==> config.mk <==
export PLATFORM = sky130hd
export DESIGN_NAME = k_address_sequencer
export DESIGN_NICKNAME = d
export VERILOG_FILES = /design/src/rtl/sha256_pkg.sv /design/src/rtl/k_address_sequencer.sv
export SDC_FILE = /design/constraint.sdc
export NUM_CORES = 1
export LEC_CHECK = 0
export ABC_AREA = 1
export BUFFER_PORTS_ARGS = -buffer_cell sky130_fd_sc_hd__buf_2
export CORE_AREA = 2 2 86 88
export DETAILED_ROUTE_END_ITERATION = 16
export DIE_AREA = 0 0 88 90
export PLACE_DENSITY_LB_ADDON = 0.12
export SYNTH_ARGS = -nofsm -noshare
export SYNTH_HDL_FRONTEND = slang
export SYNTH_SLANG_ARGS = --single-unit
==> constraint.sdc <==
create_clock -name clock -period 2 [get_ports clock]
set_input_delay 0.1 -clock clock [delete_from_list [all_inputs] [get_ports clock]]
set_output_delay 0.1 -clock clock [all_outputs]
set_load 0.005 [all_outputs]
==> src/rtl/sha256_pkg.sv <==
// Shared definitions for the SHA-256 core's K-constant path.
//
// Contents:
//   K_LENGTH_DEFAULT  number of K words in a standard SHA-256 schedule
//   K_WORD_W          width of a single K constant
//   k_seq_state_t     state encoding of the K address sequencer
package sha256_pkg;

  localparam int K_LENGTH_DEFAULT = 64;
  localparam int K_WORD_W         = 32;

  typedef enum logic [2:0] {
    IDLE  = 3'd0,
    ISSUE = 3'd1,
    WAIT  = 3'd2,
    HOLD  = 3'd3,
    DONE  = 3'd4
  } k_seq_state_t;

endpackage

==> src/rtl/k_address_sequencer.sv <==
// K address sequencer: walks the K constant memory from address 0 to
// K_LENGTH-1, issues one read per word, waits out the fixed memory read
// latency and presents each word with its index to the downstream K stage.
// A new word is fetched only after the consumer takes the current one.
//
// Ports:
//   clock                  rising-edge clock
//   reset                  asynchronous, active-high reset
//   enable                 level; high runs the sequence, low aborts to idle
//   k_advance              consumer pulse; current word taken, fetch next
//   k_mem_data             read data from the K memory
//   k_mem_read             one-cycle read strobe to the K memory
//   k_mem_address          read address to the K memory (held between reads)
//   k_valid                k_address/k_data hold a valid word
//   k_address              index of the presented word
//   k_data                 presented K word
//   address_read_complete  all K_LENGTH words delivered and consumed
module k_address_sequencer
  import sha256_pkg::*;
#(
  parameter int  K_LENGTH    = K_LENGTH_DEFAULT,
  parameter int  MEM_LATENCY = 1,
  localparam int AW          = $clog2(K_LENGTH)
) (
  input  logic                clock,
  input  logic                reset,
  input  logic                enable,
  input  logic                k_advance,
  input  logic [K_WORD_W-1:0] k_mem_data,
  output logic                k_mem_read,
  output logic [AW-1:0]       k_mem_address,
  output logic                k_valid,
  output logic [AW-1:0]       k_address,
  output logic [K_WORD_W-1:0] k_data,
  output logic                address_read_complete
);

  // MEM_LATENCY is at most 8, so the reload value fits in 3 bits.
  localparam logic [2:0]    CNT_LOAD = 3'(MEM_LATENCY - 1);
  localparam logic [AW-1:0] IDX_LAST = AW'(K_LENGTH - 1);

  k_seq_state_t        state_q, state_d;
  logic [AW-1:0]       idx_q, idx_d;
  logic [2:0]          cnt_q, cnt_d;
  logic                read_d;
  logic [AW-1:0]       mem_addr_d;
  logic                valid_d;
  logic [AW-1:0]       k_addr_d;
  logic [K_WORD_W-1:0] k_data_d;
  logic                done_d;

  // All outputs are registered so the memory strobe and address cannot
  // glitch from state decoding; the strobe is set on the edge that enters
  // ISSUE, which makes it high exactly for the ISSUE cycle.
  always_ff @(posedge clock or posedge reset) begin
    if (reset) begin
      state_q               <= IDLE;
      idx_q                 <= '0;
      cnt_q                 <= '0;
      k_mem_read            <= 1'b0;
      k_mem_address         <= '0;
      k_valid               <= 1'b0;
      k_address             <= '0;
      k_data                <= '0;
      address_read_complete <= 1'b0;
    end else begin
      state_q               <= state_d;
      idx_q                 <= idx_d;
      cnt_q                 <= cnt_d;
      k_mem_read            <= read_d;
      k_mem_address         <= mem_addr_d;
      k_valid               <= valid_d;
      k_address             <= k_addr_d;
      k_data                <= k_data_d;
      address_read_complete <= done_d;
    end
  end

  always_comb begin
    state_d    = state_q;
    idx_d      = idx_q;
    cnt_d      = cnt_q;
    read_d     = 1'b0;
    mem_addr_d = k_mem_address;
    valid_d    = k_valid;
    k_addr_d   = k_address;
    k_data_d   = k_data;
    done_d     = address_read_complete;

    if (!enable) begin
      // Abort has priority over everything, including a same-cycle
      // k_advance; any read still in flight is simply never captured.
      state_d  = IDLE;
      idx_d    = '0;
      valid_d  = 1'b0;
      done_d   = 1'b0;
      k_addr_d = '0;
      k_data_d = '0;
    end else begin
      unique case (state_q)
        IDLE: begin
          state_d    = ISSUE;
          read_d     = 1'b1;
          mem_addr_d = idx_q;
        end
        ISSUE: begin
          state_d = WAIT;
          cnt_d   = CNT_LOAD;
        end
        WAIT: begin
          // Counter hits 0 in the cycle the memory data is valid.
          if (cnt_q == '0) begin
            state_d  = HOLD;
            valid_d  = 1'b1;
            k_addr_d = idx_q;
            k_data_d = k_mem_data;
          end else begin
            cnt_d = cnt_q - 3'd1;
          end
        end
        HOLD: begin
          if (k_advance) begin
            valid_d = 1'b0;
            if (idx_q == IDX_LAST) begin
              state_d = DONE;
              done_d  = 1'b1;
            end else begin
              state_d    = ISSUE;
              idx_d      = idx_q + AW'(1);
              read_d     = 1'b1;
              mem_addr_d = idx_q + AW'(1);
            end
          end
        end
        DONE: begin
          // Terminal until enable falls; k_advance is ignored here.
        end
        default: begin
          state_d = IDLE;
        end
      endcase
    end
  end

endmodule

### Word level (Yosys, flattened, before mapping)

Cells that the tools add are included.

| cells by class | value |
|---|---|
| $add $sub $neg | 2 |
| equal/unequal tests | 18 |
| muxes and demuxes | 30 |
| reductions and logical operators | 11 |

Operators by type and width:

| cell | count |
|---|---|
| 2-to-1 mux 32 bit | 3 |
| 2-to-1 mux 6 bit | 7 |
| 2-to-1 mux 3 bit | 5 |
| one-hot mux 3 bit (5 select lines) | 1 |
| AND reduction 3 bit | 5 |
| one-hot mux 6 bit (2 select lines) | 1 |
| 2-to-1 mux 1 bit | 10 |
| inequality test 2 x 1 -> 1 bit (second input constant) | 5 |
| inequality test 2 bit (second input constant) | 5 |
| adder 6 x 1 -> 6 bit (second input constant) | 1 |
| equality test 3 x 2 -> 1 bit (second input constant) | 2 |
| equality test 6 bit (second input constant) | 1 |
| zero test 3 bit | 2 |
| inequality test 3 bit (second input constant) | 2 |
| one-hot mux 3 bit (2 select lines) | 1 |
| one-hot mux 1 bit (2 select lines) | 2 |
| AND reduction 4 bit | 1 |
| nonzero test 2 bit | 2 |
| equality test 3 x 1 -> 1 bit (second input constant) | 1 |
| equality test 3 bit (second input constant) | 1 |
| inequality test 3 x 1 -> 1 bit (second input constant) | 1 |
| subtractor 3 x 1 -> 3 bit (second input constant) | 1 |
| AND reduction 2 bit | 1 |

| word-level totals | value |
|---|---|
| register bits after elaboration | 59 |
| bits of input ports | 36 |
| output and inout port bits | 47 |
| word-level logic and storage cells | 70 |

### Logic depth before layout (Yosys ltp)

| depth | value |
|---|---|
| depth after elaboration | 5 |
| gate-level depth with buffers | 11 |
| depth with buffers taken out | 9 |

### Worst setup path after synthesis

No wires, ideal clock.

| path | value |
|---|---|
| path type | register -> register |
| start | reg cnt_q[0] |
| end | reg k_data[27] |
| library setup time | 118 ps |
| data arrival time | 1,305 ps |
| required time | 1,882 ps |
| slack | 577 ps |
| cell stages (with the launch flop) | 12 |
| path buffers | 2 |
| clock period less this slack | 1,423 ps |
| cell sequence | dfrtp_1 inv_1 ha_1 inv_1 nor2_1 inv_1 nor2_4 inv_2 buf_4 buf_6 nand3_1 nand2_1 |

| on the way | value |
|---|---|
| cells in the longest elaborated chain, start to end | 3 |

RTL lines:

| element | RTL line | RTL |
|---|---|---|
| start, declared | k_address_sequencer.sv:44 | `logic [2:0] cnt_q, cnt_d;` |
| start signal, assigned | k_address_sequencer.sv:69 | `cnt_q <= cnt_d;` |
| zero test 3 bit | k_address_sequencer.sv:112 | `if (cnt_q == '0) begin` |
| inequality test 2 x 1 -> 1 bit (no line) | - |  |
| AND reduction 2 bit (no line) | - |  |
| end signal, assigned | k_address_sequencer.sv:74 | `k_data <= k_data_d;` |
| end, declared | k_address_sequencer.sv:34 | `output logic [K_WORD_W-1:0] k_data,` |

Every way passes these cells.
A chain may end at the register's enable or synchronous reset.

### Worst setup path after layout

| path | value |
|---|---|
| start | reg cnt_q[0] |
| end | reg k_address[2] |

| on the way | value |
|---|---|
| cells in the longest elaborated chain, start to end | 3 |

RTL lines:

| element | RTL line | RTL |
|---|---|---|
| zero test 3 bit | k_address_sequencer.sv:112 |  |
| inequality test 2 x 1 -> 1 bit (no line) | - |  |
| AND reduction 2 bit (no line) | - |  |
| end signal, assigned | k_address_sequencer.sv:73 | `k_address <= k_addr_d;` |
| end, declared | k_address_sequencer.sv:33 | `output logic [AW-1:0] k_address,` |

Every way passes these cells.

==> results.txt <==
----------------------------------------------------
[Pwr]
  Fraction of power consumed by the clock network ... 29.8%
  Standby leakage power ... between 1.5 and 2 nW
  Relative contribution of sequential cells to total power ... 41.9%
  Worst vdd rail ir drop ... around 0.41 mV
  Internal power ... 2.38 mW
  Relative contribution of combinational cells to total power ... 28.2%
  Overall power after layout ... 3.66 mW
  Power spent charging and discharging nets ... 1.27 mW
  Total power density per cell area ... 1010 mW/mm2
  Switching portion of total power ... a little over a third

[Clock network]
  Post-CTS sizing ... 0
  Clock buffer count from CTS ... 9
  Worst-case clock buffer depth ... 2
  Clk pin slew, worst setup/hold paths ... about 70 ps
  Setup repair bufs after CTS ... 0
  Clock root buffer master ... sky130_fd_sc_hd__clkbuf_8
  TritonCTS clock tree ... built
  Clock sink total ... 59
  Latest clock arrival within the worst-skew pair ... between 300 and 400 ps
  Maximum level of the CTS H-tree ... 3

[Drt]
  Per-cell routed wire length ... 12.8 um
  Antenna-violating nets left ... 0
  DR vias ... around 2.5k
  Pre-Repair DR Iteration Count ... 4
  DRT Wirelength ... ~6.8 mm
  Drt drc ... 0
  Routed via count divided by cell count ... 4.67
  Detailed router's first-iteration violation count ... 208

[Logic synthesis]
  Warning count from the yosys run ... 0
  Fraction of the yosys area taken by sequential cells ... 54.4%
  Flops & latches, synth ... roughly 60
  Net count after synthesis ... 362
  Proportion of register bits with asynchronous set or reset after synthesis ... 100%
  Top post-synthesis cells by area ... sky130_fd_sc_hd__dfrtp_1 (54%), sky130_fd_sc_hd__nand2_1 (16%), sky130_fd_sc_hd__nand3_1 (10%)
  Number of library cell types mapped by synthesis ... 25
  Instance count of the mapped netlist ... 323
  Most area-hungry cell type in the Yosys netlist ... sky130_fd_sc_hd__dfrtp_1
  Top cell type's share of synthesized area ... 54.4%
  EDFF count, synth ... 0
  Most frequently used flop master after synthesis ... sky130_fd_sc_hd__dfrtp_1
  Avg Cell Area, Syn ... ~8.4 um2
  Cell area after synthesis ... 0.00272 mm2

[Final layout]
  Summed area of non-filler cells in the final layout ... about 0.0036 mm2
  Layout cell share with drive strength beyond 1 ... 26.6%
  Synthesis-to-layout area growth ... 33.1%
  ANT cells ... 0
  Nets@finish ... 466
  Non-filler cells, final ... 531

[Timing]
  Max Clock Freq ... between 0.5 and 0.6 GHz
  Final slew viol count ... 0
  Worst slew pin tran ... 651 ps
  Number of failing hold endpoints at the final stage ... 0
  Worst slew margin relative to its limit ... 56.6%
  Clock Skews ... 11.2 ps
  Post-layout min period ... 1690 ps
  RSZ-0062 raised after global routing ... no
  Final period utilization ... a little over four fifths
  Post-route setup TNS ... 0 ps
  # setup viols final ... 0

[Setup path]
  Peak fanout along the critical path ... 39
  Req. time, crit path ... 2200 ps
  Worst Setup Start Kind ... flop
  Critical Path End Type ... flop
  Worst EP arrival ... ~1900 ps
  Critical path class ... flop to flop

[Floorplanning]
  Effective utilization at floorplan ... between 30% and 40%
  DIE WIDTH ... roughly 90 um
  Height of the die ... 90 um
  Placeable core region ... between 0.007 and 0.008 mm2
  Die footprint ... 0.00792 mm2
  Core Rows ... 31
  I/O Pins ... 83

[Placed design]
  Last weighted congestion value of the routability-driven placer ... approximately 0.84
  Half-perimeter wire length of the detailed placement result ... about 4.5 mm
  Placement Cell Area ... 0.00319 mm2
  Count of input and output buffers ... 82
  Number of cells after detailed placement ... 493

[Outcome]
  Outcome ... complete, no violations

[Global routing]
  Total congestion overflow after global routing ... 0
  Number of antenna violations at the first check in global routing ... 0
  Maximum number of pins on one net before global-route repair ... 52
  Overall routing resource usage ... 18.0%
  First-pass GRT wire length ... 11.1 mm
  Number of global-route vias before repair ... about 2.3k

[Flow run]
  Reported max-cap violation count ... 0

[Worst hold path]
  Min-Delay Path Class ... input port to flop

----------------------------------------------------
[worst max-delay path, stage by stage, from the launching register on]
cell and delay (ps):
sky130_fd_sc_hd__dfrtp_1 360, sky130_fd_sc_hd__inv_1 110, sky130_fd_sc_hd__ha_1 150, sky130_fd_sc_hd__inv_1 30, sky130_fd_sc_hd__nor2_1 100, sky130_fd_sc_hd__inv_1 80, sky130_fd_sc_hd__nor2_4 190, sky130_fd_sc_hd__inv_2 300
sky130_fd_sc_hd__nand3_1 140, sky130_fd_sc_hd__o21ai_0 80
[cells in the mapped netlist (2+ instances only)]
| master | count |
|---|---|
| sky130_fd_sc_hd__nor2_4 | 2 |
| sky130_fd_sc_hd__o21ai_0 | 15 |
| sky130_fd_sc_hd__nor2_1 | 6 |
| sky130_fd_sc_hd__xor2_1 | 2 |
| sky130_fd_sc_hd__a21oi_1 | 16 |
| sky130_fd_sc_hd__nor2_2 | 3 |
| sky130_fd_sc_hd__dfrtp_1 | 59 |
| sky130_fd_sc_hd__nor3_1 | 2 |
| sky130_fd_sc_hd__o21ai_1 | 2 |
| sky130_fd_sc_hd__buf_6 | 4 |
| sky130_fd_sc_hd__clkbuf_1 | 4 |
| sky130_fd_sc_hd__nand2_1 | 116 |
| sky130_fd_sc_hd__ha_1 | 3 |
| sky130_fd_sc_hd__inv_1 | 18 |
| sky130_fd_sc_hd__buf_2 | 4 |
| sky130_fd_sc_hd__buf_4 | 2 |
| sky130_fd_sc_hd__nand3_1 | 54 |
| sky130_fd_sc_hd__inv_2 | 4 |
[sequential cells by signal (all words and copies together) (netlist names)]
signal	flops
k_address	6
k_mem_read	1
k_data	32
k_mem_address	6
cnt_q	3
idx_q	6
k_valid	1
state_q	3
address_read_complete	1
[path summary, 6_finish.rpt]
path / depth (start not counted) / startpoint / to / slack (ps)
max: 9 / cnt_q[0] / k_address[2] / 310
min: 3 / k_mem_data[6] / k_data[6] / 20
max reg2reg: 9 / cnt_q[0] / k_address[2] / 310
min reg2reg: 2 / k_mem_address[1] / k_mem_address[1] / 470
max in group asynchronous: 4 / reset / idx_q[2] / 1050
min in group asynchronous: 3 / reset / k_data[26] / 370
[what timing repair did]
action,in CTS,in global routing
setup endpoints to repair,0,0
hold buffers,22,0
endpoints found under the hold margin,47,0
[cells in the final DEF (no fill, tap or decap), drive strengths merged]
master and instances:
a21oi 16, buf 86, bufinv 1, clkbuf 9
clkinv 4, clkinvlp 1, dfrtp 59, dlygate4sd3 22
ha 3, inv 23, nand2 117, nand3 55
nand4 1, nor2 12, nor3 2, o21a 1
o21ai 17, o21bai 1, xor2 2
[routing by layer]
| layer | wire [um] | vias up | share of wire, % | track usage [%] |
|---|---|---|---|---|
| met4 | 133 | 0 | 2.0 | 8.59 |
| met2 | 3080 | 78 | 45 | 27.1 |
| met5 | 0 | - | 0 | 0 |
| met3 | 345 | 12 | 5.1 | 3.86 |
| li1 | - | 1258 | - | - |
| met1 | 3220 | 1130 | 48 | 24.5 |
[power groups by stage]
stage / clock [mW] / combinational (mW) / sequential, mW
floorplan: 0 / 0.673 / 1.56
global placement: 0 / 0.999 / 1.55
detailed placement: 0 / 1.02 / 1.55
CTS: 1.12 / 1.05 / 1.53
global route: 1.17 / 1.18 / 1.56
finish: 1.09 / 1.03 / 1.53
[stage by stage]
| stage | setup WS, ps | util (%) | hold slack, ps |
|---|---|---|---|
| floorplan | 444 | - | 242 |
| global placement | 367 | 45.5 | 204 |
| detailed placement | 309 | 45.5 | 209 |
| CTS | 301 | 51.5 | 0.929 |
| global route | 61.8 | 51.5 | 4.50 |
| finish | 308 | 51.5 | 16.2 |
[cells by family (layout without fill, tap and decap cells)]
family,count (synthesis),in the layout,synth area share (%)
XOR/XNOR,2,2,0.645
AO/OA/AOI/OAI,35,35,6.64
buffers and inverters,37,146,6.68
flip-flops,59,59,54.4
adder cells (fa/ha/maj),3,3,1.38
AND/OR/NAND/NOR,187,187,30.3
[final cells by class]
type                       instances  area (um2)
timing repair buffer             108         673
clock buffer                       9         124
fill                             690        3410
inverter                          22        82.6
tap                               99         124
clock inverter                     7        77.6
multi-input combinational        227        1060
sequential                        59        1480
Note: power is estimated with default switching activity, not from simulation.
